<file path="src/rtl/onehot_pulse_decoder.sv">
// onehot_pulse_decoder
// Accepts 3-bit code words from an upstream priority encoder over a
// valid/ready handshake. Each accepted code drives the matching line of a
// one-hot output for HOLD cycles. A word whose code-valid flag is low is
// consumed and reported on null_seen, and it produces no output pulse.
//
// Optional build macro: DEC_GAP_EN
//   When it is defined, the block inserts GAP idle cycles after each pulse.
//   During those cycles the output is zero and in_ready is low.
//
// Ports:
//   clk            rising-edge clock
//   rst            asynchronous active-high reset
//   in_valid       code word present
//   in_ready       block can accept a word (decoded from state only)
//   in_code        encoded index
//   in_code_valid  0 = "no request" word
//   out_onehot     registered one-hot line, zero when idle
//   out_active     high while out_onehot is non-zero
//   done           high on the last cycle of a pulse
//   null_seen      one-cycle pulse after a null word is accepted
//
// state | meaning
// IDLE  | ready for a code word, output zero
// DRIVE | one-hot line driven, hold counter running down to 0
// GAP   | post-pulse idle, gap counter running (DEC_GAP_EN only)
module onehot_pulse_decoder #(
  parameter int CODE_W = 3,
  parameter int HOLD   = 4,
  parameter int GAP    = 2
) (
  input  logic                   clk,
  input  logic                   rst,
  input  logic                   in_valid,
  output logic                   in_ready,
  input  logic [CODE_W-1:0]      in_code,
  input  logic                   in_code_valid,
  output logic [2**CODE_W-1:0]   out_onehot,
  output logic                   out_active,
  output logic                   done,
  output logic                   null_seen
);

  localparam int OUT_W = 2**CODE_W;

  if (HOLD < 1 || HOLD > 255) begin : g_bad_hold
    $error("onehot_pulse_decoder: HOLD must be 1..255");
  end
  if (GAP < 1 || GAP > 255) begin : g_bad_gap
    $error("onehot_pulse_decoder: GAP must be 1..255");
  end

  typedef enum logic [1:0] {
    ST_IDLE  = 2'd0,
    ST_DRIVE = 2'd1
`ifdef DEC_GAP_EN
    ,
    ST_GAP   = 2'd2
`endif
  } state_t;

  state_t             state_q, state_d;
  logic [OUT_W-1:0]   onehot_q, onehot_d;
  logic [7:0]         hold_cnt_q, hold_cnt_d;
  logic               null_q, null_d;
`ifdef DEC_GAP_EN
  logic [7:0]         gap_cnt_q, gap_cnt_d;
`endif

  always_ff @(posedge clk or posedge rst) begin
    if (rst) begin
      state_q    <= ST_IDLE;
      onehot_q   <= '0;
      hold_cnt_q <= '0;
      null_q     <= 1'b0;
`ifdef DEC_GAP_EN
      gap_cnt_q  <= '0;
`endif
    end else begin
      state_q    <= state_d;
      onehot_q   <= onehot_d;
      hold_cnt_q <= hold_cnt_d;
      null_q     <= null_d;
`ifdef DEC_GAP_EN
      gap_cnt_q  <= gap_cnt_d;
`endif
    end
  end

  always_comb begin
    state_d    = state_q;
    onehot_d   = onehot_q;
    hold_cnt_d = hold_cnt_q;
    null_d     = 1'b0;
`ifdef DEC_GAP_EN
    gap_cnt_d  = gap_cnt_q;
`endif
    case (state_q)
      ST_IDLE: begin
        // in_ready is 1 only in IDLE, so in_valid alone marks a handshake here.
        if (in_valid) begin
          if (in_code_valid) begin
            state_d    = ST_DRIVE;
            onehot_d   = OUT_W'(1) << in_code;
            hold_cnt_d = 8'(HOLD - 1);
          end else begin
            null_d = 1'b1;
          end
        end
      end
      ST_DRIVE: begin
        if (hold_cnt_q == 8'd0) begin
          onehot_d = '0;
`ifdef DEC_GAP_EN
          state_d   = ST_GAP;
          gap_cnt_d = 8'(GAP - 1);
`else
          state_d   = ST_IDLE;
`endif
        end else begin
          hold_cnt_d = hold_cnt_q - 8'd1;
        end
      end
`ifdef DEC_GAP_EN
      ST_GAP: begin
        if (gap_cnt_q == 8'd0) begin
          state_d = ST_IDLE;
        end else begin
          gap_cnt_d = gap_cnt_q - 8'd1;
        end
      end
`endif
      default: begin
        state_d  = ST_IDLE;
        onehot_d = '0;
      end
    endcase
  end

  assign in_ready   = (state_q == ST_IDLE);
  assign out_active = (state_q == ST_DRIVE);
  assign out_onehot = onehot_q;
  // The counter reaches 0 on the final DRIVE cycle, so done lines up with it.
  assign done       = out_active && (hold_cnt_q == 8'd0);
  assign null_seen  = null_q;

endmodule

</file>
<file path="config.mk">
export PLATFORM = sky130hd
export DESIGN_NAME = onehot_pulse_decoder
export DESIGN_NICKNAME = d
export VERILOG_FILES = /design/src/rtl/onehot_pulse_decoder.sv
export SDC_FILE = /design/constraint.sdc
export NUM_CORES = 1
export LEC_CHECK = 0
export ABC_AREA = 0
export ABC_CLOCK_PERIOD_IN_PS = 1900
export CAP_MARGIN = 10
export CELL_PAD_IN_SITES_DETAIL_PLACEMENT = 1
export CELL_PAD_IN_SITES_GLOBAL_PLACEMENT = 1
export CORE_MARGIN = 2
export CORE_UTILIZATION = 39
export DETAILED_ROUTE_END_ITERATION = 8
export GPL_TIMING_DRIVEN = 0
export HOLD_SLACK_MARGIN = 0.1
export PLACE_DENSITY = 0.82
export SYNTH_ARGS = -nofsm -noshare
export SYNTH_HDL_FRONTEND = slang
export SYNTH_SLANG_ARGS = --single-unit
</file>
<file path="constraint.sdc">
create_clock -name clk -period 1.9 [get_ports clk]
set_input_delay 0.285 -clock clk [delete_from_list [all_inputs] [get_ports clk]]
set_output_delay 0.285 -clock clk [all_outputs]
set_load 0.01 [all_outputs]
</file>
# Word level (Yosys, flattened, before mapping)
# Cells that the tools add are included.
# totals
input_bits,7
mem_count,0
register_bits,19
ram_bits,0
wordCells,32
out_inout_bits,12
latchBits,0
rom_bits,0
# op_classes
n_reduce_logical,6
multipliers,0
addsub,1
n_bitwise,0
div_mod_pow,0
n_shift,1
eq_ne,5
muxes,15
magnitude_cmp,0
# op_table
operator,n
$mux 8,6
$pmux 8 s2,2
$logic_not 8->1,1
$shl 1x3->8 const A,1
$sub 8x1->8 const B,1
$mux 2,3
$ne 2x1->1 const B,2
$ne 2x2->1 const B,2
$pmux 2 s2,1
$reduce_and 4->1,1
$mux 1,3
$reduce_and 3->1,1
$eq 2x1->1 const B,1
$logic_not 2->1,1
$reduce_bool 2->1,1
$logic_and 1x1->1,1

# Longest topological paths before layout
# Gate-level depths: netlist (run 1).
# logic_depth
word_depth,4
depth_mapped,7

# Worst setup path after synthesis (run 1)
# No wires, ideal clock.
# synth_path
kind,flip-flop to flip-flop
startpoint,reg hold_cnt_q[0]
endpoint,reg hold_cnt_q[4]
arrival_ns,1.414
setup_ns,0.079
period_less_slack_ns,1.493
slack_ns,0.407
t_required_ns,1.821
path_stages_with_launch,8
n_path_buf,0
path_cell_list,dfrtp_1 inv_1 ha_1 and4bb_4 nand3b_4 inv_4 nor4_2 mux2i_1
# synth_via
elab_chain_cells,3
word_cells_on_any_way,6
cone_classes,add/sub (1); eq/ne (1); mux (2); reduce/logical (2)
# synth_rtl
element,line_no,source
start: declaration,64,"logic [7:0] hold_cnt_q, hold_cnt_d;"
start signal: assignment,82,hold_cnt_q <= hold_cnt_d;
$sub 8x1->8 or $logic_not 8->1 (tied branches),"121, 112",
$mux 8 or $ne 2x2->1 (tied branches),-,
$pmux 8 s2 or $reduce_and 4->1 (tied branches),-,
# Parallel ways exist; a longest one is shown, timed or not. The select of a mux whose other input is x is not followed.
# A chain may end at the register's enable or synchronous reset.

# Final worst setup path (run 1)
# layout_path
startpoint,reg hold_cnt_q[0]
endpoint,out done
# layout_via
elab_chain_cells,2
# layout_rtl
element,line_no,source
$logic_not 8->1,144,assign done = out_active && (hold_cnt_q == 8'd0);
$logic_and 1x1->1,144,
end: declaration,40,"output logic done,"
# No other way between the ends.

==> results of run 1 <==
==> critical path: stages, from the launching register on <==
cell and delay (ns):
dfrtp_1 0.42, inv_2 0.09, ha_4 0.13, and4bb_4 0.26, nand3b_4 0.10, inv_4 0.06
clkdlybuf4s15_2 0.21
==> cells by family after synthesis <==
| logic type | after synthesis |
|---|---|
| xor+xnor | 2 |
| fa+ha+maj | 2 |
| buf+inv | 8 |
| compound gates | 17 |
| flops | 18 |
| simple gates | 36 |
| mux | 2 |
==> state kept, by name, summed over array words and instances, names as in the netlist <==
name,cells
state_q,1
hold_cnt_q,8
out_onehot,8
null_seen,1
==> stage by stage <==
step                worst slack, ns  instances
floorplan                     0.407         85
global placement            -0.0779        131
detailed placement           -0.133        131
CTS                         0.00709        140
global route                -0.0112        142
finish                       0.0539        142
==> area by class of cell <==
cell class | instances | area, µm² | area share
clock buffer | 4 | 36.3 | 0.0286
inverter | 5 | 21.3 | 0.0168
multi-input combinational | 59 | 463 | 0.365
buffer | 3 | 27.5 | 0.0217
tap | 28 | 35.0 | 0.0276
timing repair buffer | 25 | 234 | 0.185
sequential | 18 | 450 | 0.355
==> layout by cell type (no fill, tap or decap), drive strengths merged, types with 2 or more instances in the layout <==
cell           Yosys  final
a21o               6      6
a21oi              3      3
a31oi              2      2
buf                3     10
clkbuf             0      4
clkdlybuf4s50      0     17
dfrtp             18     18
ha                 2      2
inv                5      5
mux2i              2      2
nand2              6      6
nand2b             2      2
nand3              3      3
nand4              2      2
nor2               5      5
nor3               6      6
nor4               3      3
o2bb2ai            3      3
xor2               2      2
==> what timing repair did <==
item / CTS / global route
resized for setup: 5 / 2
endpoints found under the setup margin: 1 / 1
cloned: 0 / 0
setup buffers: 5 / 2
==> routing by layer <==
metal	vias up	wire length, µm	global-route usage
met5	-	0	0
met4	0	65	0.120
met3	6	80	0.0226
met2	19	1080	0.327
met1	356	886	0.204
li1	366	-	-
==> report_power, final <==
group | switching, µW | internal, µW | leakage [µW]
clock | 123 | 117 | 0.0000210
sequential | 160 | 554 | 0.000231
combinational | 446 | 567 | 0.000358
==> worst paths after layout <==
path                          startpoint       endpoint  slack, ns  depth (start not counted)
max                        hold_cnt_q[0]           done       0.05                          6
min                                  rst  out_onehot[2]       0.38                          2
max reg2reg                hold_cnt_q[0]  hold_cnt_q[3]       0.18                          6
min reg2reg                out_onehot[1]  out_onehot[1]       0.50                          1
max in group asynchronous            rst  hold_cnt_q[6]       1.07                          2
min in group clk           out_onehot[1]  out_onehot[1]       0.50                          1
==> impl_metrics.toml, run 1 <==
[outcome]
status = "completed"

[critical_path]
cp-end-kind = "primary output"
cp.arrival_ns = 1.56
cp.required_ns = 1.62
path_class = "flip-flop to primary output"
crit_fanout = 2
cp-start-kind = "flip-flop"

[finish]
layout-drive-gt1-share = 0.272
nNetsFinal = 124
n_antenna_cell = 0
fin_area_um2 = 1270
fin_util = 0.562
fillers = 260
area_growth_pct = 33.5

[grt]
grt_first_pass_wirelength_um = 3650
grt_use_total = 0.185
grt_pass1_vias = 833
grt_max_degree = 19
antenna_found_initial = 0
overflow = 0

[routing]
vias_per_cell = 5.26
drt_wl_total_um = 2120
ant_nets = 0
vias = 747
drt-initial-drc-count = 4
drc = 0
first_pass_iters = 4
wl_per_cell_um = 14.9

[placement]
port_buffers = 18
dpl_cell_area_um2 = 1160
gp_congestion = 0.731
dpl.hpwl_um = 1560

[die]
core_um2 = 2250
initial_utilization = 0.421
die_area_um2 = 2850
rows = 17
pin_count = 19
die_w_um = 53.3
die_y_um = 53.3

[synth]
synth_top_family_by_area = "simple AND/OR/NAND/NOR gates"
synth_simple_gate_area_frac = 0.257
synth_ff_type = "dfrtp_1"
yosys-top-cells-count = "18 x dfrtp_1, 5 x a21o_1, 5 x nand2_1, 5 x nor2_1, 5 x nor3_1"
netlist_area_um2 = 950
yosysWarnings = 0
synth-compound-area-share = 0.152
synth_nets = 94
synth_xor_area_frac = 0.0184
synthAdderAreaFrac = 0.0264
yosys.area.top_type_share = 0.474
synth_edf_count = 0
async_reset_ff_frac = 1.00
yosysMostFrequentCell = "dfrtp_1"
synth_mux_area_frac = 0.0211
synth_largest_area_cell = "dfrtp_1"
synth_area_leaders = "dfrtp_1 47%, a21o_1 4.0%, o2bb2ai_1 2.8%"
ys_seq_elements = 18
syn_inst = 85
ys_types = 35
ys_seq_area_frac = 0.474
postSynthAreaPerCell_um2 = 11.2

[sta]
tns_ns = 0
holdWs_ns = 0.380
tightestPinTransition_ns = 0.702
period_share = 0.972
max_freq_ghz = 0.542
drv_slew = 0
finClkSkew_ns = 0.00507
period_minus_slack_ns = 1.85
setup_viol = 0
slew_headroom = 0.531
final_hold_viol_count = 0

[pwr]
power_leakage_uw = 0.000610
fin_total_pwr_uw = 1970
ir_drop_mv = 0.889
p_per_area_nw_per_um2 = 1550

[clock_network]
cts.sinks = 18
clk_path_buf_depth = 2
numCtsBuffers = 3
path_clk_slew_ns = 0.11
htree_levels = 1
insertion_delay_ns = 0.30
cts_tree = "done"
root_buffer = "clkbuf_4"
postCtsHoldBufs = 0

[worst_hold_path]
hold_class = "input port to asynchronous set/reset pin"

[run]
cap_violations = 0
Power figures use the tool's default switching activity.
==> inputs of run 2 (changes only) <==
Settings changed: CORE_UTILIZATION 39 to 40, DONT_BUFFER_PORTS from default to 1, PLACE_DENSITY 0.82 to 0.71.
==> impl_metrics.toml, run 2 (synthesis gave the netlist of run 1 again) <==
[outcome]
status = "completed"

[critical_path]
r2r_start = "hold_cnt_q[0]"
cp-end-kind = "primary output"
crit_fanout = 7
reg2reg_slack_ns = 0.26
cp-start-kind = "flip-flop"
cp.arrival_ns = 1.54
reg2reg_depth = 7
path_class = "flip-flop to primary output"
cp.required_ns = 1.62
r2r_end = "hold_cnt_q[4]"

[grt]
grt_pass1_vias = 719
overflow = 0
grt_max_degree = 19
grt_use_total = 0.166
antenna_found_initial = 0
grt_first_pass_wirelength_um = 3330

[pwr]
p_per_area_nw_per_um2 = 1570
power_leakage_uw = 0.000520
intPower_uw = 984
p_seq_frac = 0.468
swShare = 0.400
pwr-share-comb = 0.385
pwr-share-clk = 0.148
ir_drop_mv = 0.691
netSwitchingPower_uw = 656

[sta]
period_minus_slack_ns = 1.82
rsz0062_at_grt = "false"
period_share = 0.959
tns_ns = 0
drv_slew = 0
finClkSkew_ns = 0.00538
slew_headroom = 0.534
tightestPinTransition_ns = 0.698
setup_ws_ns = 0.0783
max_freq_ghz = 0.549
holdWs_ns = 0.137
setup_viol = 0
final_hold_viol_count = 0

[routing]
first_pass_iters = 4
vias_per_cell = 5.63
drt_wl_total_um = 1920
ant_nets = 0
wl_per_cell_um = 16.1
drc = 0
vias = 670
drt-initial-drc-count = 3

[die]
die_y_um = 52.7
pin_count = 19
initial_utilization = 0.425
die_area_um2 = 2780
rows = 17
die_w_um = 52.7
core_um2 = 2230

[clock_network]
cts.sinks = 18
clk_path_buf_depth = 2
cts_setup_buffers = 0
htree_levels = 1
insertion_delay_ns = 0.30
numCtsBuffers = 3
cts_tree = "done"
root_buffer = "clkbuf_4"
path_clk_slew_ns = 0.11

[placement]
preCtsSetupSlack_ns = 0.267
port_buffers = 0
dp_cells = 113
gp_congestion = 0.778
dpl_cell_area_um2 = 985
dpl.hpwl_um = 1460

[finish]
layout_commonest_cell = "dfrtp_1"
layoutNonFillerInstCount = 119
layout-drive-gt1-share = 0.220
fillers = 249
nNetsFinal = 101
mostFrequentLayoutCells = "18 x dfrtp_1, 5 x nand2_1, 5 x nor2_1, 5 x nor3_1, 5 x a21o_1"
n_antenna_cell = 0
area_growth_pct = 9.88
fin_area_um2 = 1040

[worst_hold_path]
hold_start = "in_valid"
hold_path_end = "null_seen"
min_path_cells = 1
hold_class = "input port to flip-flop"

[run]
cap_violations = 0
run 2: layer usage:
layer	part of all wire	GRT usage
met5	0	0
met4	0.0073	0.0641
met3	0.039	0.0486
met2	0.50	0.283
met1	0.45	0.193
run 2: per-stage QoR:
stage                     utilization  total power [µW]
after floorplan                     -              1270
final                           0.467              1640
after global placement          0.441              1370
after CTS                       0.466              1660
after global routing            0.467              1770
after detailed placement        0.441              1410
run 2: worst max-delay path, stage by stage, from the launching register on:
cell and delay, ns:
dfrtp_1 0.42, inv_1 0.10, ha_1 0.18, and4bb_4 0.28, nand3b_4 0.14, inv_6 0.11
run 2: how the worst max path moves through the flow:
stage	endpoint	slack (ns)	from
floorplan	hold_cnt_q[4]	0.41	hold_cnt_q[0]
global placement	hold_cnt_q[4]	0.29	hold_cnt_q[0]
detailed placement	out_onehot[4]	0.27	hold_cnt_q[0]
CTS	done	0.06	hold_cnt_q[0]
global route	done	0.002	hold_cnt_q[0]
finish	done	0.08	hold_cnt_q[0]
run 2: final cells by class:
cell class                      instances  area (µm²)  share of cell area
Clock buffer                            4        36.3              0.0348
Inverter                                5        23.8              0.0228
Sequential cell                        18         450               0.432
Timing Repair Buffer                    2        20.0              0.0192
Tap cell                               28        35.0              0.0336
Multi-Input combinational cell         59         450               0.432
Buffer                                  3        27.5              0.0264
run 2: timing repair:
action	CTS	global route
hold endpoints to repair	19	0
setup endpoints to repair	0	1
hold buffers	2	0
resized for setup	0	1
run 2: power groups by stage:
stage	Sequential, µW	Combinational [µW]	Clock, µW
final	767	631	242
after global routing	797	714	262
after global placement	772	602	0
after CTS	772	640	249
after detailed placement	778	636	0
after floorplan	736	534	0
